--- config.mk ---
export PLATFORM = sky130hd
export DESIGN_NAME = fpu_mul_arb
export DESIGN_NICKNAME = d
export VERILOG_FILES = /design/src/rtl/fpu_mul_arb.sv
export SDC_FILE = /design/constraint.sdc
export NUM_CORES = 1
export LEC_CHECK = 0
export ABC_AREA = 1
export CAP_MARGIN = 20
export CORE_MARGIN = 4
export CORE_UTILIZATION = 40
export CTS_CLUSTER_SIZE = 20
export DETAILED_ROUTE_END_ITERATION = 8
export PLACE_DENSITY = 0.82
export SYNTH_ARGS = -nofsm -noshare
export SYNTH_HDL_FRONTEND = slang
export SYNTH_SLANG_ARGS = --single-unit
--- constraint.sdc ---
create_clock -name clock -period 4.5 [get_ports clock]
set_input_delay 0.9 -clock clock [delete_from_list [all_inputs] [get_ports clock]]
set_output_delay 0.9 -clock clock [all_outputs]
set_load 0.02 [all_outputs]
--- src/rtl/fpu_mul_arb.sv ---
// fpu_mul_arb: round-robin arbiter that shares one fpuMul16 among NUM_REQ
// requesters. One operation is in flight at a time: IDLE -> ISSUE -> WAIT -> RESP.
// Optional watchdog: define FPU_ARB_TIMEOUT_EN to build a WAIT-state timeout
// that returns a qNaN response flagged with respTimeout.
// Widths: fp16 values are 16 bits, condition codes 4 bits, status flags 5 bits.
`timescale 1ns/1ps

module fpu_mul_arb #(
  parameter int NUM_REQ     = 4,
  parameter int TIMEOUT_CYC = 64
) (
  input  logic                    clock,
  input  logic                    reset,
  input  logic [NUM_REQ-1:0]      reqValid,
  input  logic [NUM_REQ-1:0][15:0] reqIn1,
  input  logic [NUM_REQ-1:0][15:0] reqIn2,
  output logic [NUM_REQ-1:0]      reqGrant,
  output logic [NUM_REQ-1:0]      respValid,
  output logic [15:0]             respOut,
  output logic [3:0]              respCondCodes,
  output logic [4:0]              respStatus,
  output logic                    respTimeout,
  output logic                    mulStart,
  output logic [15:0]             mulIn1,
  output logic [15:0]             mulIn2,
  input  logic                    mulDone,
  input  logic [15:0]             mulOut,
  input  logic [3:0]              mulCondCodes,
  input  logic [4:0]              mulStatus
);

  localparam int IDX_W = $clog2(NUM_REQ);
  localparam logic [IDX_W:0] NUM_REQ_W = (IDX_W+1)'(NUM_REQ);

  typedef enum logic [1:0] {S_IDLE, S_ISSUE, S_WAIT, S_RESP} state_t;

  state_t            state_reg, state_next;
  logic [IDX_W-1:0]  rr_ptr_reg, rr_ptr_next;
  logic [IDX_W-1:0]  grant_idx_reg, grant_idx_next;
  logic [15:0]       op1_reg, op1_next;
  logic [15:0]       op2_reg, op2_next;
  logic [15:0]       res_reg, res_next;
  logic [3:0]        cc_reg, cc_next;
  logic [4:0]        st_reg, st_next;

  // Candidate requesters in search order, starting at rr_ptr and wrapping.
  logic [IDX_W-1:0]  cand_idx [NUM_REQ];
  logic [NUM_REQ-1:0] cand_valid;
  logic              pick_found;
  logic [IDX_W-1:0]  pick_idx;

  generate
    for (genvar gi = 0; gi < NUM_REQ; gi++) begin : g_rot
      logic [IDX_W:0] sum;
      assign sum = {1'b0, rr_ptr_reg} + (IDX_W+1)'(gi);
      // sum < 2*NUM_REQ, so a single conditional subtract is the modulo.
      assign cand_idx[gi]   = (sum >= NUM_REQ_W) ? IDX_W'(sum - NUM_REQ_W) : sum[IDX_W-1:0];
      assign cand_valid[gi] = reqValid[cand_idx[gi]];
    end
  endgenerate

  // Priority pick: lowest search offset with a valid request wins.
  always_comb begin
    pick_found = 1'b0;
    pick_idx   = '0;
    for (int i = NUM_REQ - 1; i >= 0; i--) begin
      if (cand_valid[i]) begin
        pick_found = 1'b1;
        pick_idx   = cand_idx[i];
      end
    end
  end

`ifdef FPU_ARB_TIMEOUT_EN
  localparam int WD_W = $clog2(TIMEOUT_CYC + 1);
  logic [WD_W-1:0] wd_cnt_reg, wd_cnt_next;
  logic            tmo_reg, tmo_next;

  // Watchdog counter and timeout flag registers.
  always_ff @(posedge clock) begin
    if (reset) begin
      wd_cnt_reg <= '0;
      tmo_reg    <= 1'b0;
    end else begin
      wd_cnt_reg <= wd_cnt_next;
      tmo_reg    <= tmo_next;
    end
  end
`else
  // Constant 0 for any legal TIMEOUT_CYC; referencing the parameter keeps it
  // in use when the watchdog is not built.
  assign respTimeout = (TIMEOUT_CYC < 0);
`endif

  // Next-state logic and all outputs; outputs default to zero.
  always_comb begin
    state_next     = state_reg;
    rr_ptr_next    = rr_ptr_reg;
    grant_idx_next = grant_idx_reg;
    op1_next       = op1_reg;
    op2_next       = op2_reg;
    res_next       = res_reg;
    cc_next        = cc_reg;
    st_next        = st_reg;
    reqGrant       = '0;
    respValid      = '0;
    respOut        = '0;
    respCondCodes  = '0;
    respStatus     = '0;
    mulStart       = 1'b0;
    mulIn1         = '0;
    mulIn2         = '0;
`ifdef FPU_ARB_TIMEOUT_EN
    wd_cnt_next    = wd_cnt_reg;
    tmo_next       = tmo_reg;
    respTimeout    = 1'b0;
`endif
    case (state_reg)
      S_IDLE: begin
        // No grant while reset is held: the latched operands would be discarded.
        if (pick_found && !reset) begin
          reqGrant[pick_idx] = 1'b1;
          grant_idx_next     = pick_idx;
          op1_next           = reqIn1[pick_idx];
          op2_next           = reqIn2[pick_idx];
          state_next         = S_ISSUE;
        end
      end
      S_ISSUE: begin
        mulStart   = 1'b1;
        mulIn1     = op1_reg;
        mulIn2     = op2_reg;
        state_next = S_WAIT;
`ifdef FPU_ARB_TIMEOUT_EN
        wd_cnt_next = '0;
`endif
      end
      S_WAIT: begin
        mulIn1 = op1_reg;
        mulIn2 = op2_reg;
        if (mulDone) begin
          res_next   = mulOut;
          cc_next    = mulCondCodes;
          st_next    = mulStatus;
          state_next = S_RESP;
`ifdef FPU_ARB_TIMEOUT_EN
          tmo_next   = 1'b0;
        end else if (wd_cnt_reg == WD_W'(TIMEOUT_CYC - 1)) begin
          res_next   = 16'h7E00;
          cc_next    = '0;
          st_next    = '0;
          tmo_next   = 1'b1;
          state_next = S_RESP;
        end else begin
          wd_cnt_next = wd_cnt_reg + 1'b1;
`endif
        end
      end
      S_RESP: begin
        respValid[grant_idx_reg] = 1'b1;
        respOut       = res_reg;
        respCondCodes = cc_reg;
        respStatus    = st_reg;
`ifdef FPU_ARB_TIMEOUT_EN
        respTimeout   = tmo_reg;
`endif
        rr_ptr_next   = (grant_idx_reg == IDX_W'(NUM_REQ - 1)) ? '0 : grant_idx_reg + 1'b1;
        state_next    = S_IDLE;
      end
      default: state_next = S_IDLE;
    endcase
  end

  // State, pointer and datapath registers.
  always_ff @(posedge clock) begin
    if (reset) begin
      state_reg     <= S_IDLE;
      rr_ptr_reg    <= '0;
      grant_idx_reg <= '0;
      op1_reg       <= '0;
      op2_reg       <= '0;
      res_reg       <= '0;
      cc_reg        <= '0;
      st_reg        <= '0;
    end else begin
      state_reg     <= state_next;
      rr_ptr_reg    <= rr_ptr_next;
      grant_idx_reg <= grant_idx_next;
      op1_reg       <= op1_next;
      op2_reg       <= op2_next;
      res_reg       <= res_next;
      cc_reg        <= cc_next;
      st_reg        <= st_next;
    end
  end

endmodule

# Yosys cells after proc, flatten, opt, wreduce, memory -nomap -nowiden
# Cells that the tools add are included.
# Widths: inputs -> output; s select.
[classes]
n_reduce_logical = 9
muxes = 41
n_addsub = 8
n_lt_le_gt_ge = 12
n_eq_ne = 6
[ops]
columns = ["cell", "n"]
rows = [
  ["$mux 16", 5],
  ["$bmux 16 s2", 2],
  ["$mux 2", 11],
  ["$lt 2x3->1 const B", 6],
  ["$mux 4", 4],
  ["$mux 1", 11],
  ["$ge 3x3->1 const B", 3],
  ["$bmux 1 s2", 4],
  ["$pmux 2 s4", 1],
  ["$sub 2x1->2 const B", 4],
  ["$add 2x2->3 const B", 2],
  ["$eq 2x2->1 const B", 3],
  ["$reduce_and 2->1", 3],
  ["$mux 5", 1],
  ["$demux 1 s2", 2],
  ["$ge 2x1->1 const B", 2],
  ["$ne 2x2->1 const B", 2],
  ["$add 2x1->3 const B", 1],
  ["$ge 2x3->1 const B", 1],
  ["$logic_and 1x1->1", 3],
  ["$add 2x1->2 const B", 1],
  ["$eq 2x1->1 const B", 1],
  ["$logic_not 2->1", 1],
  ["$reduce_or 2->1", 1],
  ["$logic_not 1->1", 1],
]
[totals]
out_inout_bits = 67
inputBits = 160
ff_bits = 63
word_cells = 84

# Longest topological paths before layout
# Gate-level depths: netlist of the first run.
[logic_depth]
word_depth = 15
ltp_mapped = 17
mapped_depth_nobuf = 15

# Worst setup path after synthesis of the first run
# OpenSTA, ideal clock, no wires.
[synth_timing]
path_kind = "input to output"
from = "in reqValid[2]"
to = "out reqGrant[1]"
setup_slack_ns = 1.350
n_path_buf = 2
stages = 10
t_required_ns = 3.600
arrival_ns = 2.250
path_cell_list = "nand2_1 -> nand2_1 -> nand2_1 -> nand2_1 -> nor2_2 -> nand2_2 -> nand3_2 -> buf_4 -> buf_4 -> nor3_1"
[synth_between]
elab_chain_cells = 12
word_cells_on_any_way = 24
classes_between = "order compare: 2; mux: 20; reduce/logical: 2"
[synth_lines]
columns = ["item", "line_no", "source"]
rows = [
  ["start: declaration", "14", "input logic [NUM_REQ-1:0] reqValid,"],
  ["$bmux 1 s2", "58", "assign cand_valid[gi] = reqValid[cand_idx[gi]];"],
  ["$mux 1 (implied by the code)", "58", ""],
  ["$mux 2 (4 in a row)", "67", "if (cand_valid[i]) begin"],
  ["$lt 2x3->1 (implied by the code) or $ge 2x1->1 (tied branches)", "122", "reqGrant[pick_idx] = 1'b1;"],
  ["$logic_and 1x1->1 (implied by the code)", "122", ""],
  ["$mux 1 (implied by the code)", "122", ""],
  ["$demux 1 s2", "122", ""],
  ["$mux 4 *", "121", "if (pick_found && !reset) begin"],
  ["$mux 4 *", "118", "case (state_reg)"],
  ["end: declaration", "17", "output logic [NUM_REQ-1:0] reqGrant,"],
]
# Mark *: on every way between the ends. The rest lies on a longest branch, timed or not. The select of a mux whose other input is x is not followed.

# Worst setup path in the final report of the first run
[layout_timing]
from = "in reqValid[1]"
to = "out reqGrant[1]"
# Same word-level chain as after synthesis.

==> reports/qor.yml, run 1 <==
clock_tree:
  path_clk_slew_ns: 0.08
  clk_path_buf_depth: 2
  clkLatencyLatePin_ns: 0.33
  htreeDepth: 3
  cts_root_buffer: "clkbuf_8"
  postCtsSetupBuffers: 0
  cts_hold_buf: 0
  ctsResizeCount: 0
  numCtsBuffers: 9
  cts.sinks: 63
  cts_tree: "yes"
sta:
  setup_tns_ns: 0
  post-route-period-util_pct: 91.9
  clock.fmax_mhz: 242
  finalSetupViolations: 0
  fin_crit_ns: 4.14
  tightest_slew_ns: 1.08
  hold_viol: 0
  final.setup_skew_ns: 0.0131
  rsz0062_at_grt: "no"
  report.final.slew_viol_count: 0
  slew_headroom_pct: 27.9
global_routing:
  grt_max_degree: 62
  gr-usage-met2_pct: 38.7
  use_met1_pct: 27.4
  grt_use_met3_pct: 8.08
  top_usage_layer: "met2"
  grt_overflow: 0
  grt_pass1_vias: 4767
  grt_usage_pct: 23.0
  grt_antenna_before_repair: 0
  grt_pass1_wl_um: 23400
die:
  die_area_um2: 12400
  die_h_um: 111
  rows: 37
  io_pins: 227
  core_area_um2: 10400
  initial_core_util_pct: 41.1
  fp.dieW_um: 111
logic_synthesis:
  avgSynthCellArea_um2: 5.76
  synthAdderAreaFrac_pct: 2.35
  synthesis.area_um2: 4270
  synthSimpleGateAreaFrac_pct: 48.1
  ys_ff_latch: 63
  synth_seq_area_share_pct: 29.6
  yosys_warnings: 0
  synth_area_leaders: "dfxtp_1 (30%), nand2_1 (21%), nand3_1 (15%), nor2_1 (9.2%), inv_1 (7.8%)"
  synth.top_cell.area_share_pct: 29.6
  syn-num-nets: 908
  yosysTopAreaCell: "dfxtp_1"
  yosysUniqueCellTypes: 27
  synth_top_family_by_area: "simple AND/OR/NAND/NOR gates"
  postSynthCellCount: 740
  synthMuxAreaShare_pct: 0
  synth-xor-area-share_pct: 0
  synth-compound-area-share_pct: 4.75
routing:
  drt_iter0_drc: 379
  drc: 0
  viasPerCell: 4.78
  drt_wl_total_um: 14600
  drtAntennaViolNets: 0
  wire_per_inst_um: 13.6
  drt-pass1-iter-count: 4
  vias: 5157
critical_path:
  worst-r2r-cell-count: 9
  crit_fanout: 4
  max_stage_delay_ns: 0.70
  crit_path_frequent_cell: "nand2_1"
  critPathLaunchType: "input port"
  critPathSlowestCell: "clkdlybuf4s50_1"
  worstPathRequired_ns: 3.60
  critical_path_class: "input port to primary output"
  crit_chain: "clkdlybuf4s50_1 -> inv_1 -> nand2_1 -> nand2_1 -> nor2_1 -> inv_1 -> nand2_2 -> inv_2 -> nand2_1 -> nand2_2 -> nand2_4 -> inv_2 -> nor3_1 -> clkdlybuf4s50_1"
  crit_path_end_kind: "primary output"
  worstPathArrival_ns: 3.24
run_status:
  outcome: "complete, no violations"
finish:
  final_cells: 1080
  area_growth_pct: 57.0
  utilization_pct: 64.6
  antenna_cells: 0
  nets: 1107
  n_fill_cell: 969
  layout-drive-gt1-share_pct: 5.08
pwr:
  ir_worst_vdd_mv: 0.241
  p_total_uw: 3130
  p_leak_uw: 0.00338
  power_density_nw_per_um2: 468
placed_design:
  io_buffers: 225
  dpl.hpwl_um: 10900
  dp_cells: 1064
  gp_congestion: 0.901
hold_path:
  hold_class: "flip-flop to flip-flop"
  hold-path-cell-count: 2
flow_run:
  maxCapViolCount: 0
-- worst max-delay path, delay by kind of cell --
family	cells	cell delay (ns)
and+or+nand+nor	8	0.97
buffers and inverters	6	1.37
-- per-stage QoR --
stage	worst slack (ns)	instance area, um^2	hold WS [ns]
floorplan	1.35	4270	0.447
global placement	0.361	6490	0.457
detailed placement	0.380	6490	0.461
CTS	0.353	6700	0.475
global route	0.164	6700	0.485
finish	0.364	6700	0.471
-- per-layer routing --
| metal | part of all wire (%) | vias up | wire length [um] |
|---|---|---|---|
| met5 | 0 | - | 0 |
| met4 | 1.5 | 0 | 214 |
| met3 | 9.4 | 14 | 1380 |
| met2 | 47 | 209 | 6830 |
| met1 | 42 | 2269 | 6210 |
| li1 | - | 2665 | - |
-- layout make-up --
class	instances	area, um^2	share of cell area [%]
clock inverters	6	68.8	1.03
inverters	97	367	5.47
clock buffers	10	138	2.06
repair buffers	236	2330	34.9
well taps	136	170	2.54
multi-input cells	532	2360	35.2
flip-flops and latches	63	1260	18.8
-- cells in the mapped netlist, drive strengths merged --
| cell type | number |
|---|---|
| nor2 | 110 |
| o211ai | 1 |
| dfxtp | 63 |
| nand3 | 133 |
| nor3 | 2 |
| clkinv | 1 |
| ha | 8 |
| buf | 29 |
| a211oi | 2 |
| o211a | 1 |
| nand2 | 240 |
| o21ai | 29 |
| inv | 96 |
| and2 | 1 |
| conb | 1 |
| clkbuf | 19 |
| a21oi | 4 |
-- placed cells by master, fill, tap and decap left out, types with 4 or more instances in the layout --
master and count:
inv_2 6, buf_4 11, clkbuf_8 10, nand3_1 132, inv_1 89, nand2_1 234, nor2_2 4, nand2_2 4
nor2_1 104, o21ai_0 29, ha_1 8, dfxtp_1 63, a21oi_1 4, clkdlybuf4s50_1 225
-- kinds of logic (layout without fill, tap and decap cells) --
group | Yosys count | in the layout
compound gates | 37 | 37
flops | 63 | 63
simple gates | 486 | 486
fa+ha+maj | 8 | 8
other cells | 1 | 1
buf+inv | 145 | 349
-- worst paths after layout --
path                                   start                       end  slack, ns
setup / recovery                 reqValid[1]               reqGrant[1]       0.36
hold / removal       op1_reg[4]$_SDFFE_PP0P_   op1_reg[4]$_SDFFE_PP0P_       0.47
setup reg to reg  rr_ptr_reg[0]$_SDFFE_PP0P_  op2_reg[10]$_SDFFE_PP0P_       1.91
hold reg to reg      op1_reg[4]$_SDFFE_PP0P_   op1_reg[4]$_SDFFE_PP0P_       0.47
-- where the power goes --
part           internal (uW)  switching, uW
clock                    274            235
sequential               746           99.5
combinational            702           1080
total                   1720           1410
Note: power is estimated with default switching activity, not from simulation.
==> inputs of run 2 (changes only) <==
Settings changed: RECOVER_POWER from default to 50.
==> run 2 against run 1 <==
- the flow now finishes with violations (capacitance limit, slew limit)
- sequential share of layout area about the same
- global-route usage unchanged
- die area unchanged
- register-to-register slack worse by 0.98 ns
- clock power about the same
- largest power group unchanged
==> reports/qor.yml, run 2 (same netlist as run 1, synthesis figures left out) <==
run_status:
  outcome: "finished, violations left"
  violations: "capacitance limit, slew limit"
die:
  io_pins: 227  # unchanged
  initial_core_util_pct: 41.1  # unchanged
  fp.dieW_um: 111  # unchanged
  die_h_um: 111  # unchanged
  core_area_um2: 10400  # unchanged
  rows: 37  # unchanged
  die_area_um2: 12400  # unchanged
clock_tree:
  cts_tree: "yes"
  htreeDepth: 3  # unchanged
  path_clk_slew_ns: 0.08  # about the same
  clkLatencyLatePin_ns: 0.33  # about the same
  clk_path_buf_depth: 2  # unchanged
  cts_hold_buf: 0  # unchanged
  ctsResizeCount: 0  # unchanged
  cts_root_buffer: "clkbuf_8"
  numCtsBuffers: 9  # unchanged
  cts.sinks: 63  # unchanged
  postCtsSetupBuffers: 0  # unchanged
sta:
  hold_ws_ns: 0.471  # +0.0000420 ns
  clock.fmax_mhz: 240  # -0.80%
  slew_headroom_pct: -66.3  # -94 points
  setup_ws_ns: 0.331  # -0.0333 ns
  finalSetupViolations: 0  # unchanged
  final.setup_skew_ns: 0.0124  # -0.000713 ns
  tightest_slew_ns: 2.50  # +1.41 ns
  setup_tns_ns: 0  # unchanged
  report.final.slew_viol_count: 62  # +62
  hold_viol: 0  # unchanged
  post-route-period-util_pct: 92.6  # +0.74 points
  fin_crit_ns: 4.17  # +0.0333 ns
  rsz0062_at_grt: "no"
pwr:
  p_seq_share_pct: 27.0  # about the same
  switchingPower_uw: 1410  # about the same
  ir_worst_vdd_mv: 0.237  # -1.6%
  power_density_nw_per_um2: 469  # +0.16%
  swShare_pct: 45.1  # +0.047 points
  p_comb_share_pct: 56.7  # about the same
  p_leak_uw: 0.00337  # -0.20%
  intPower_uw: 1720  # -0.19%
  clockPowerShare_pct: 16.3  # about the same
global_routing:
  grt_pass1_vias: 4767  # unchanged
  grt_usage_pct: 23.0  # unchanged
  grt_antenna_before_repair: 0  # unchanged
  grt_pass1_wl_um: 23400  # unchanged
  grt_overflow: 0  # unchanged
  grt_max_degree: 62  # unchanged
routing:
  drc: 0  # unchanged
  vias: 5155  # -0.039%
  drt-pass1-iter-count: 5  # +1
  drtAntennaViolNets: 0  # unchanged
  wire_per_inst_um: 13.6  # +0.28%
  drt_wl_total_um: 14700  # +0.28%
  viasPerCell: 4.77  # about the same
  drt_iter0_drc: 454  # +20%
finish:
  antenna_cells: 0  # unchanged
  layout-drive-gt1-share_pct: 4.56  # -0.53 points
  final_common_cell: "nand2_1"
  final_cells: 1080  # unchanged
  mostFrequentLayoutCells: "nand2_1 (234), clkdlybuf4s50_1 (223), nand3_1 (133)"
  area_growth_pct: 56.6
  utilization_pct: 64.4  # -0.17 points
  nets: 1107  # unchanged
placed_design:
  dp_cells: 1064  # unchanged
  gp_congestion: 0.901  # unchanged
  dp_slack_ns: 0.380  # unchanged
  dpl.hpwl_um: 10900  # unchanged
  io_buffers: 225  # unchanged
critical_path:
  critPathLaunchType: "input port"
  critical_path_class: "input port to primary output"
  worst-r2r-cell-count: 12  # +3
  crit_start: "reqValid[1]"
  worstPathArrival_ns: 3.27  # +0.03 ns
  crit_fanout: 4  # unchanged
  r2r_start: "rr_ptr_reg[0]$_SDFFE_PP0P_"
  ff2ff_setup_slack_ns: 0.93  # -0.98 ns
  cp-endpoint: "reqGrant[1]"
  crit_path_end_kind: "primary output"
  worstPathRequired_ns: 3.60  # about the same
  r2r_end: "op1_reg[8]$_SDFFE_PP0P_"
hold_path:
  hold_class: "flip-flop to flip-flop"
flow_run:
  maxCapViolCount: 1  # +1
run 2: power by group through the flow:
stage / sequential, uW / clock, uW / combinational (uW)
2_1_floorplan: 830 / 0 / 1220
3_3_place_gp: 849 / 0 / 1780
3_5_place_dp: 857 / 0 / 1790
4_1_cts: 846 / 523 / 1800
5_1_grt: 867 / 548 / 1990
6_report: 846 / 509 / 1770
run 2: worst min path at each step:
stage	startpoint	end	slack, ns	depth (start not counted)
final	op1_reg[4]$_SDFFE_PP0P_	op1_reg[4]$_SDFFE_PP0P_	0.47	2
after global routing	op2_reg[6]$_SDFFE_PP0P_	op2_reg[6]$_SDFFE_PP0P_	0.48	2
after CTS	op1_reg[14]$_SDFFE_PP0P_	op1_reg[14]$_SDFFE_PP0P_	0.47	2
after detailed placement	op1_reg[4]$_SDFFE_PP0P_	op1_reg[4]$_SDFFE_PP0P_	0.46	2
after floorplan	op1_reg[0]$_SDFFE_PP0P_	op1_reg[0]$_SDFFE_PP0P_	0.45	2
after global placement	op2_reg[6]$_SDFFE_PP0P_	op2_reg[6]$_SDFFE_PP0P_	0.46	2
run 2: metal layers:
layer  track usage (%)  wire [um]  share of wire, %
met5                 0          0                 0
met4              6.97        257               1.8
met3              8.08       1370               9.3
met2              38.7       6850                47
met1              27.4       6190                42
run 2: through the flow:
stage               total power [uW]  area (um^2)
floorplan                       2050         4270
global placement                2630         6490
detailed placement              2640         6490
CTS                             3160         6700
global route                    3400         6680
finish                          3130         6680
run 2: area by class of cell:
cell class / instances / area [um^2]
fillers: 974 / 3690
multi-input cells: 532 / 2350
repair buffers: 236 / 2330
flip-flops and latches: 63 / 1260
inverters: 97 / 367
well taps: 136 / 170
clock buffers: 10 / 138
clock inverters: 6 / 68.8
run 2: worst max-delay path, cell delays in order:
cell and delay [ns]:
clkdlybuf4s50_1 0.48, inv_1 0.04, nand2_1 0.09, nand2_1 0.08
nor2_1 0.14, inv_1 0.07, nand2_2 0.08, inv_2 0.03
nand2_1 0.06, nand2_2 0.07, nand2_4 0.12, inv_2 0.05
nor3_1 0.36, clkdlybuf4s50_1 0.71
==> inputs of run 3 (changes only) <==
Settings changed: CORE_MARGIN 4 to default.
==> run 3 against run 2 <==
- the run still ends with capacitance limit, slew limit left
- total power rose by 1.6%
- wire length shrank 3.6%
- hold slack improved by 0.0013 ns
- first-iteration DRC count is 34% lower
- clock power up 12%
- setup slack improved by 0.093 ns
- maximum frequency increased by 2.3%
- final cell count unchanged
- utilization is 0.62 points higher
- global-route usage up 2.7 points
- critical endpoint unchanged
- highest routed layer unchanged
==> reports/qor.yml, run 3 (same netlist as run 1, synthesis figures left out) <==
run_status:
  outcome: "finished, violations left"
  violations: "capacitance limit, slew limit"
clock_tree:
  cts_root_buffer: "clkbuf_8"
  cts_hold_buf: 0  # unchanged
  ctsResizeCount: 0  # unchanged
  clkLatencyLatePin_ns: 0.33  # about the same
  cts_tree: "yes"
  cts.sinks: 63  # unchanged
  htreeDepth: 3  # unchanged
  postCtsSetupBuffers: 0  # unchanged
  path_clk_slew_ns: 0.07  # about the same
  numCtsBuffers: 9  # unchanged
  clk_path_buf_depth: 2  # unchanged
global_routing:
  grt_antenna_before_repair: 0  # unchanged
  grt_pass1_wl_um: 22600  # -3.4%
  grt_max_degree: 62  # unchanged
  grt_usage_pct: 25.7  # +2.7 points
  grt_overflow: 0  # unchanged
  grt_pass1_vias: 4663  # -2.2%
hold_path:
  hold_class: "flip-flop to flip-flop"
  hold_end: "op2_reg[11]$_SDFFE_PP0P_"
  hold-path-cell-count: 2  # unchanged
  hp-start: "op2_reg[11]$_SDFFE_PP0P_"
finish:
  antenna_cells: 0  # unchanged
  area_growth_pct: 57.4
  final_cells: 1080  # unchanged
  final_common_cell: "nand2_1"
  mostFrequentLayoutCells: "nand2_1 (234), clkdlybuf4s50_1 (194), nand3_1 (132)"
  layout-drive-gt1-share_pct: 4.77  # +0.21 points
  nets: 1108  # +0.090%
routing:
  drtAntennaViolNets: 0  # unchanged
  wire_per_inst_um: 13.1  # -3.6%
  drt-pass1-iter-count: 5  # unchanged
  drc: 0  # unchanged
  drt_wl_total_um: 14100  # -3.6%
  drt_iter0_drc: 301  # -34%
  vias: 5167  # +0.23%
  viasPerCell: 4.78  # +0.23%
critical_path:
  worstPathRequired_ns: 3.60  # about the same
  crit_fanout: 14  # +10
  r2r_end: "op1_reg[11]$_SDFFE_PP0P_"
  r2r_start: "rr_ptr_reg[0]$_SDFFE_PP0P_"
  critical_path_class: "input port to primary output"
  ff2ff_setup_slack_ns: 1.31  # +0.38 ns
  worstPathArrival_ns: 3.18  # -0.09 ns
  crit_path_end_kind: "primary output"
  critPathLaunchType: "input port"
  worst-r2r-cell-count: 12  # unchanged
  crit_start: "reqValid[1]"
sta:
  fin_crit_ns: 4.08  # -0.0927 ns
  hold_viol: 0  # unchanged
  finalSetupViolations: 0  # unchanged
  slew_headroom_pct: -65.6  # +0.72 points
  post-route-period-util_pct: 90.6  # -2.1 points
  hold_ws_ns: 0.472  # +0.00133 ns
  final.setup_skew_ns: 0.00888  # -0.00347 ns
  rsz0062_at_grt: "no"
  report.final.slew_viol_count: 62  # unchanged
  tightest_slew_ns: 2.48  # -0.0108 ns
  setup_tns_ns: 0  # unchanged
  clock.fmax_mhz: 245  # +2.3%
pwr:
  switchingPower_uw: 1380  # -2.5%
  p_total_uw: 3180  # +1.6%
  p_comb_share_pct: 55.5  # -1.2 points
  swShare_pct: 43.3  # -1.8 points
  p_leak_uw: 0.00350  # +3.8%
  ir_worst_vdd_mv: 0.242  # +2.0%
  p_seq_share_pct: 26.6  # -0.4 points
  intPower_uw: 1800  # +4.9%
  power_density_nw_per_um2: 474  # +1.1%
  clockPowerShare_pct: 17.9  # +1.6 points
die:
  initial_core_util_pct: 41.3  # +0.18 points
  core_area_um2: 10300  # -0.45%
  die_h_um: 105  # -5.4%
  io_pins: 227  # unchanged
  fp.dieW_um: 105  # -5.4%
  die_area_um2: 11100  # -10%
  rows: 37  # unchanged
flow_run:
  maxCapViolCount: 1  # unchanged
placed_design:
  dp_cells: 1064  # unchanged
  io_buffers: 225  # unchanged
  dpl.hpwl_um: 10500  # -3.9%
  gp_congestion: 0.897  # -0.47%
## run 3: stage by stage
step / cell area, um^2 / setup slack (ns) / util [%]
after floorplan: 4270 / 1.35 / -
after global placement: 6490 / 0.417 / 62.9
after detailed placement: 6490 / 0.460 / 62.9
after CTS: 6720 / 0.436 / 65.1
after global routing: 6710 / 0.224 / 65.0
final: 6710 / 0.424 / 65.0
## run 3: metal layers
| layer | GRT usage (%) | vias to the layer above | wire length, um |
|---|---|---|---|
| met3 | 7.67 | 20 | 1320 |
| li1 | - | 2662 | - |
| met2 | 44.7 | 207 | 6800 |
| met4 | 7.95 | 0 | 266 |
| met5 | 0 | - | 0 |
| met1 | 30.0 | 2278 | 5770 |
## run 3: power by group through the flow
stage / Clock [uW] / Sequential, uW / Combinational (uW)
2_1_floorplan: 0 / 830 / 1220
3_3_place_gp: 0 / 850 / 1760
3_5_place_dp: 0 / 857 / 1770
4_1_cts: 585 / 845 / 1780
5_1_grt: 610 / 868 / 1980
6_report: 570 / 846 / 1760
## run 3: area by class of cell
| cell class | count | area (um^2) |
|---|---|---|
| flip-flops and latches | 63 | 1260 |
| inverters | 97 | 367 |
| repair buffers | 237 | 2330 |
| clock buffers | 12 | 165 |
| fillers | 946 | 3610 |
| well taps | 136 | 170 |
| multi-input cells | 532 | 2350 |
| clock inverters | 3 | 65.1 |
## run 3: worst max path at each step
stage | end | slack, ns | cells past startpoint
final | reqGrant[1] | 0.42 | 14
after global routing | state_reg[1]$_SDFFE_PP0P_ | 0.22 | 8
after CTS | reqGrant[3] | 0.44 | 14
after detailed placement | reqGrant[3] | 0.46 | 14
after global placement | reqGrant[3] | 0.42 | 14
after floorplan | reqGrant[1] | 1.35 | 10
## run 3: critical path: stages
cell and delay (ns):
clkdlybuf4s50_1 0.47, inv_1 0.04, nand2_1 0.08, nand2_1 0.08, nor2_1 0.12, inv_1 0.06, nand2_2 0.07, inv_2 0.03
nand2_1 0.06, nand2_2 0.07, nand2_4 0.19, inv_2 0.06, nor3_1 0.24, clkdlybuf4s50_1 0.68
